### src/rtl/ia_sparse_packer.sv
// Zero-skipping packer: turns one dense activation pixel into the compressed IA bundle for the PE.
// Optional feature macro IA_SPARSE_THRESH_EN adds i_thresh and drops values with |x| <= i_thresh.
module ia_sparse_packer #(
    parameter int IA_CHANNEL = 32,
    parameter int DATA_W     = 16,
    parameter int C_W        = 8,
    parameter int POS_W      = 8,
    parameter int AIM_WIDTH  = 32
) (
    input  logic                                 i_clk,
    input  logic                                 i_rst_n,
    input  logic                                 i_start,
    input  logic [POS_W-1:0]                     i_h,
    input  logic [POS_W-1:0]                     i_w,
    input  logic                                 i_valid,
    output logic                                 o_ready,
    input  logic signed [DATA_W-1:0]             i_data,
    input  logic                                 i_last,
`ifdef IA_SPARSE_THRESH_EN
    input  logic [DATA_W-2:0]                    i_thresh,
`endif
    input  logic                                 i_consume,
    output logic                                 o_done,
    output logic [POS_W-1:0]                     o_ia_h,
    output logic [POS_W-1:0]                     o_ia_w,
    output logic [IA_CHANNEL-1:0][DATA_W-1:0]    o_ia_data,
    output logic [IA_CHANNEL-1:0][C_W-1:0]       o_ia_c_idx,
    output logic [$clog2(IA_CHANNEL):0]          o_ia_len,
    output logic [$clog2(IA_CHANNEL):0]          o_ia_iters
);

    localparam int LEN_W = $clog2(IA_CHANNEL) + 1;

    typedef enum logic [1:0] {
        IDLE,
        COLLECT,
        HOLD
    } state_t;

    state_t           state;
    state_t           state_next;
    logic [LEN_W-1:0] chan_cnt;
    logic             accept;
    logic             final_beat;
    logic             keep;
    logic [LEN_W-1:0] len_next;

    // ceil(n / AIM_WIDTH) - 1, with an empty bundle still needing one (zero) iteration
    function automatic logic [LEN_W-1:0] iters_of(input logic [LEN_W-1:0] n);
        if (n == '0) begin
            return '0;
        end
        return LEN_W'((32'(n) - 32'd1) / AIM_WIDTH);
    endfunction

    assign o_ready    = (state == COLLECT);
    assign o_done     = (state == HOLD);
    assign accept     = i_valid && o_ready;
    assign final_beat = accept && (i_last || (chan_cnt == LEN_W'(IA_CHANNEL - 1)));
    assign len_next   = o_ia_len + LEN_W'(keep);

`ifdef IA_SPARSE_THRESH_EN
    logic [DATA_W-1:0] magnitude;
    logic              is_most_negative;

    // The most negative code has no positive twin, so it is treated as saturated and always kept
    always_comb begin
        is_most_negative = (i_data == {1'b1, {(DATA_W - 1){1'b0}}});
        magnitude        = i_data[DATA_W-1] ? $unsigned(-i_data) : $unsigned(i_data);
        keep             = is_most_negative || (magnitude[DATA_W-2:0] > i_thresh);
    end
`else
    always_comb begin
        keep = (i_data != '0);
    end
`endif

    always_ff @(posedge i_clk or negedge i_rst_n) begin
        if (!i_rst_n) begin
            state <= IDLE;
        end else begin
            state <= state_next;
        end
    end

    always_comb begin
        state_next = state;
        case (state)
            IDLE:    if (i_start)    state_next = COLLECT;
            COLLECT: if (final_beat) state_next = HOLD;
            HOLD:    if (i_consume)  state_next = IDLE;
            default:                 state_next = IDLE;
        endcase
    end

    // Bundle registers change only on pixel start and on accepted beats, so they stay frozen in HOLD
    always_ff @(posedge i_clk or negedge i_rst_n) begin
        if (!i_rst_n) begin
            o_ia_h     <= '0;
            o_ia_w     <= '0;
            o_ia_data  <= '0;
            o_ia_c_idx <= '0;
            o_ia_len   <= '0;
            o_ia_iters <= '0;
            chan_cnt   <= '0;
        end else begin
            case (state)
                IDLE: begin
                    if (i_start) begin
                        o_ia_h     <= i_h;
                        o_ia_w     <= i_w;
                        o_ia_data  <= '0;
                        o_ia_c_idx <= '0;
                        o_ia_len   <= '0;
                        o_ia_iters <= '0;
                        chan_cnt   <= '0;
                    end
                end
                COLLECT: begin
                    if (accept) begin
                        if (keep) begin
                            for (int i = 0; i < IA_CHANNEL; i++) begin
                                if (o_ia_len == LEN_W'(i)) begin
                                    o_ia_data[i]  <= i_data;
                                    o_ia_c_idx[i] <= C_W'(chan_cnt);
                                end
                            end
                        end
                        o_ia_len <= len_next;
                        chan_cnt <= chan_cnt + LEN_W'(1);
                        if (final_beat) begin
                            o_ia_iters <= iters_of(len_next);
                        end
                    end
                end
                default: ;
            endcase
        end
    end

endmodule
### config.mk
export PLATFORM = sky130hd
export DESIGN_NAME = ia_sparse_packer
export DESIGN_NICKNAME = d
export VERILOG_FILES = /design/src/rtl/ia_sparse_packer.sv
export SDC_FILE = /design/constraint.sdc
export NUM_CORES = 1
export LEC_CHECK = 0
export ABC_AREA = 1
export CAP_MARGIN = 20
export CORE_AREA = 4 4 325 327
export CTS_CLUSTER_SIZE = 16
export DETAILED_ROUTE_END_ITERATION = 8
export DIE_AREA = 0 0 329 331
export SYNTH_ARGS = -nofsm -noshare
export SYNTH_HDL_FRONTEND = slang
export SYNTH_SLANG_ARGS = --single-unit
export TNS_END_PERCENT = 20
### constraint.sdc
create_clock -name i_clk -period 3 [get_ports i_clk]
set_input_delay 0.6 -clock i_clk [delete_from_list [all_inputs] [get_ports i_clk]]
set_output_delay 0.6 -clock i_clk [all_outputs]
set_load 0.01 [all_outputs]
==> results.cfg <==
[power_and_ir_drop]
peakVddDrop_uv = 515
power_density_nw_per_um2 = 1110
leakage_nw = 21.9

[cts]
cts_root_buf = clkbuf_16
htree_levels = 3
cts_setup_buffers = 0
clk-insertion-delay-late_ps = 660
cts_tree = done
clockBufferDepth = 3
clkSlewWorstSetupHoldPaths_ps = 60
numCtsBuffers = 83
cts_num_sinks = 736

[worst_setup_path]
reg2reg_slack_ps = 460
critPathKind = reg2out
crit_fanout = 8
cp.required_ps = 2400
arrival_ps = 2120
critPathLaunchType = flip-flop
end_kind = output pin

[final_layout]
final_common_cell = nand2_1
area_growth_pct = 40.0
nNetsFinal = 4316
drive_above_1_share_pct = 9.10
most-common-layout-cells = nand2_1 (1496), clkdlybuf4s50_1 (770), dfrtp_1 (736)
fin_util_pct = 43.2

[sta]
finalSetupViolCount = 0
fin_skew_ps = 22.0
drv_slew = 0
slew_headroom_pct = 9.16
tightest_slew_ps = 1360
tns_ps = 0
timing.hold.ws_ps = 469
min_period_over_period_pct = 90.8
hold_violations = 0
fin_crit_ps = 2720
rsz0062_at_grt = false
worst_slack_ps = 276
fmax_mhz = 367

[floorplan]
start_util_pct = 30.9
die-area_um2 = 109000
ioPinCount = 836
core_um2 = 103000
fp.dieW_um = 329
std_cell_rows = 118
die_y_um = 331

[synthesis]
ys_ff_latch = 736
synth_largest_area_cell = dfrtp_1
synth_top_area_share_pct = 57.9
synth.cell_area_um2 = 31800
yosysUniqueCellTypes = 28
ys_seq_area_share_pct = 57.9
syn-mean-instance-area_um2 = 8.83
ys_top_cells_by_area = dfrtp_1 (58%), nand2_1 (18%), nand4_1 (14%), buf_2 (2.5%), clkbuf_1 (2.3%)
ys_warn_count = 0
syn_inst = 3601

[placement]
gp_congestion = 0.806
portBuffers = 771
dp_hpwl_mm = 92.4
place_ws_ps = 189

[global_route]
grt_pass1_vias = 29100
grt_pass1_wl_mm = 203
grt_max_degree = 206
grt_overflow_total = 0
grt_util_all_layers_pct = 24.9
antenna_found_initial = 2

[routing]
drtIter0Drc = 3426
wl_mm = 141
avgRoutedWirePerCell_um = 24.7
viasPerCell = 5.31
drc = 0
vias = 30400
ant_nets = 0
drt_pass1_iterations = 6

[outcome]
run_status = completed

[job]
cap_viol_max_count = 0

[hold_path]
hold_class = reg2reg
## critical path, cell delays in order (launching register included)
cell and delay [ps]:
dfrtp_1 540, inv_2 110, nor2_8 180, clkdlybuf4s50_1 640
## power by group
group	internal [mW]	switching, mW	leakage, nW
combinational	9.10	14.1	10.7
clock	6.24	4.37	1.37
sequential	13.0	2.44	9.78
## cell usage after synthesis (all sizes together)
library cell / number
nor2: 62
buf: 240
or2: 1
nand3: 67
o21ai: 6
a21oi: 35
o31ai: 2
o22ai: 1
nand4: 704
dfrtp: 736
clkbuf: 199
nor3: 1
inv: 41
conb: 1
nand2: 1498
ha: 4
xnor2: 1
xor2: 2
## stage by stage
step,power (mW),instance area (um^2),std cells
6_report,49.3,44500,5723
5_1_grt,51.7,44500,5721
4_1_cts,49.5,44500,5720
3_5_place_dp,38.8,41700,5568
3_3_place_gp,38.4,41700,5568
2_1_floorplan,25.3,32000,3664
## what timing repair did
action	in CTS	in global routing
endpoints found under the hold margin	38	0
hold buffers	1	0
resized for setup	0	0
## layer usage
| metal | vias to the layer above | part of all wire (%) | GRT usage [%] |
|---|---|---|---|
| met1 | 15200 | 40 | 32.4 |
| met5 | - | 0 | 0 |
| met2 | 1585 | 48 | 40.2 |
| li1 | 13300 | - | - |
| met4 | 0 | 4.5 | 11.7 |
| met3 | 296 | 7.7 | 4.85 |
## cell type report
type	instances	area [um^2]
Fill cell	9921	58400
Sequential cell	736	18400
Multi-Input combinational cell	2448	11500
Timing Repair Buffer	964	9870
Clock buffer	122	2390
Tap cell	1380	1730
Clock inverter	29	405
Inverter	41	161
Antenna cell	3	7.51
## logic make-up after synthesis
| logic type | synth area share [%] |
|---|---|
| AO/OA/AOI/OAI | 1.08 |
| XOR/XNOR | 0.0827 |
| adder cells (fa/ha/maj) | 0.157 |
| buffers and inverters | 7.19 |
| flip-flops | 57.9 |
| other | 0.0118 |
| AND/OR/NAND/NOR | 33.5 |
## sequential cells by signal (all words and copies together), names as in the netlist
signal / cells
o_ia_w: 8
chan_cnt: 6
o_ia_data: 512
o_ia_h: 8
o_ia_c_idx: 192
o_ia_iters: 2
state: 2
o_ia_len: 6
## worst paths after layout
path / endpoint / depth (start not counted) / startpoint
setup / recovery: o_ready / 3 / state[0]$_DFFE_PN0P_
hold / removal: o_ia_data[123]$_DFFE_PN0P_ / 2 / o_ia_data[123]$_DFFE_PN0P_
setup reg to reg: o_ia_data[373]$_DFFE_PN0P_ / 7 / o_ia_len[2]$_DFFE_PN0P_
hold reg to reg: o_ia_data[123]$_DFFE_PN0P_ / 2 / o_ia_data[123]$_DFFE_PN0P_
max in group asynchronous: o_ia_data[503]$_DFFE_PN0P_ / 4 / i_rst_n
min in group asynchronous: o_ia_data[305]$_DFFE_PN0P_ / 2 / i_rst_n
No activity file was read; power rests on OpenSTA's default activity.
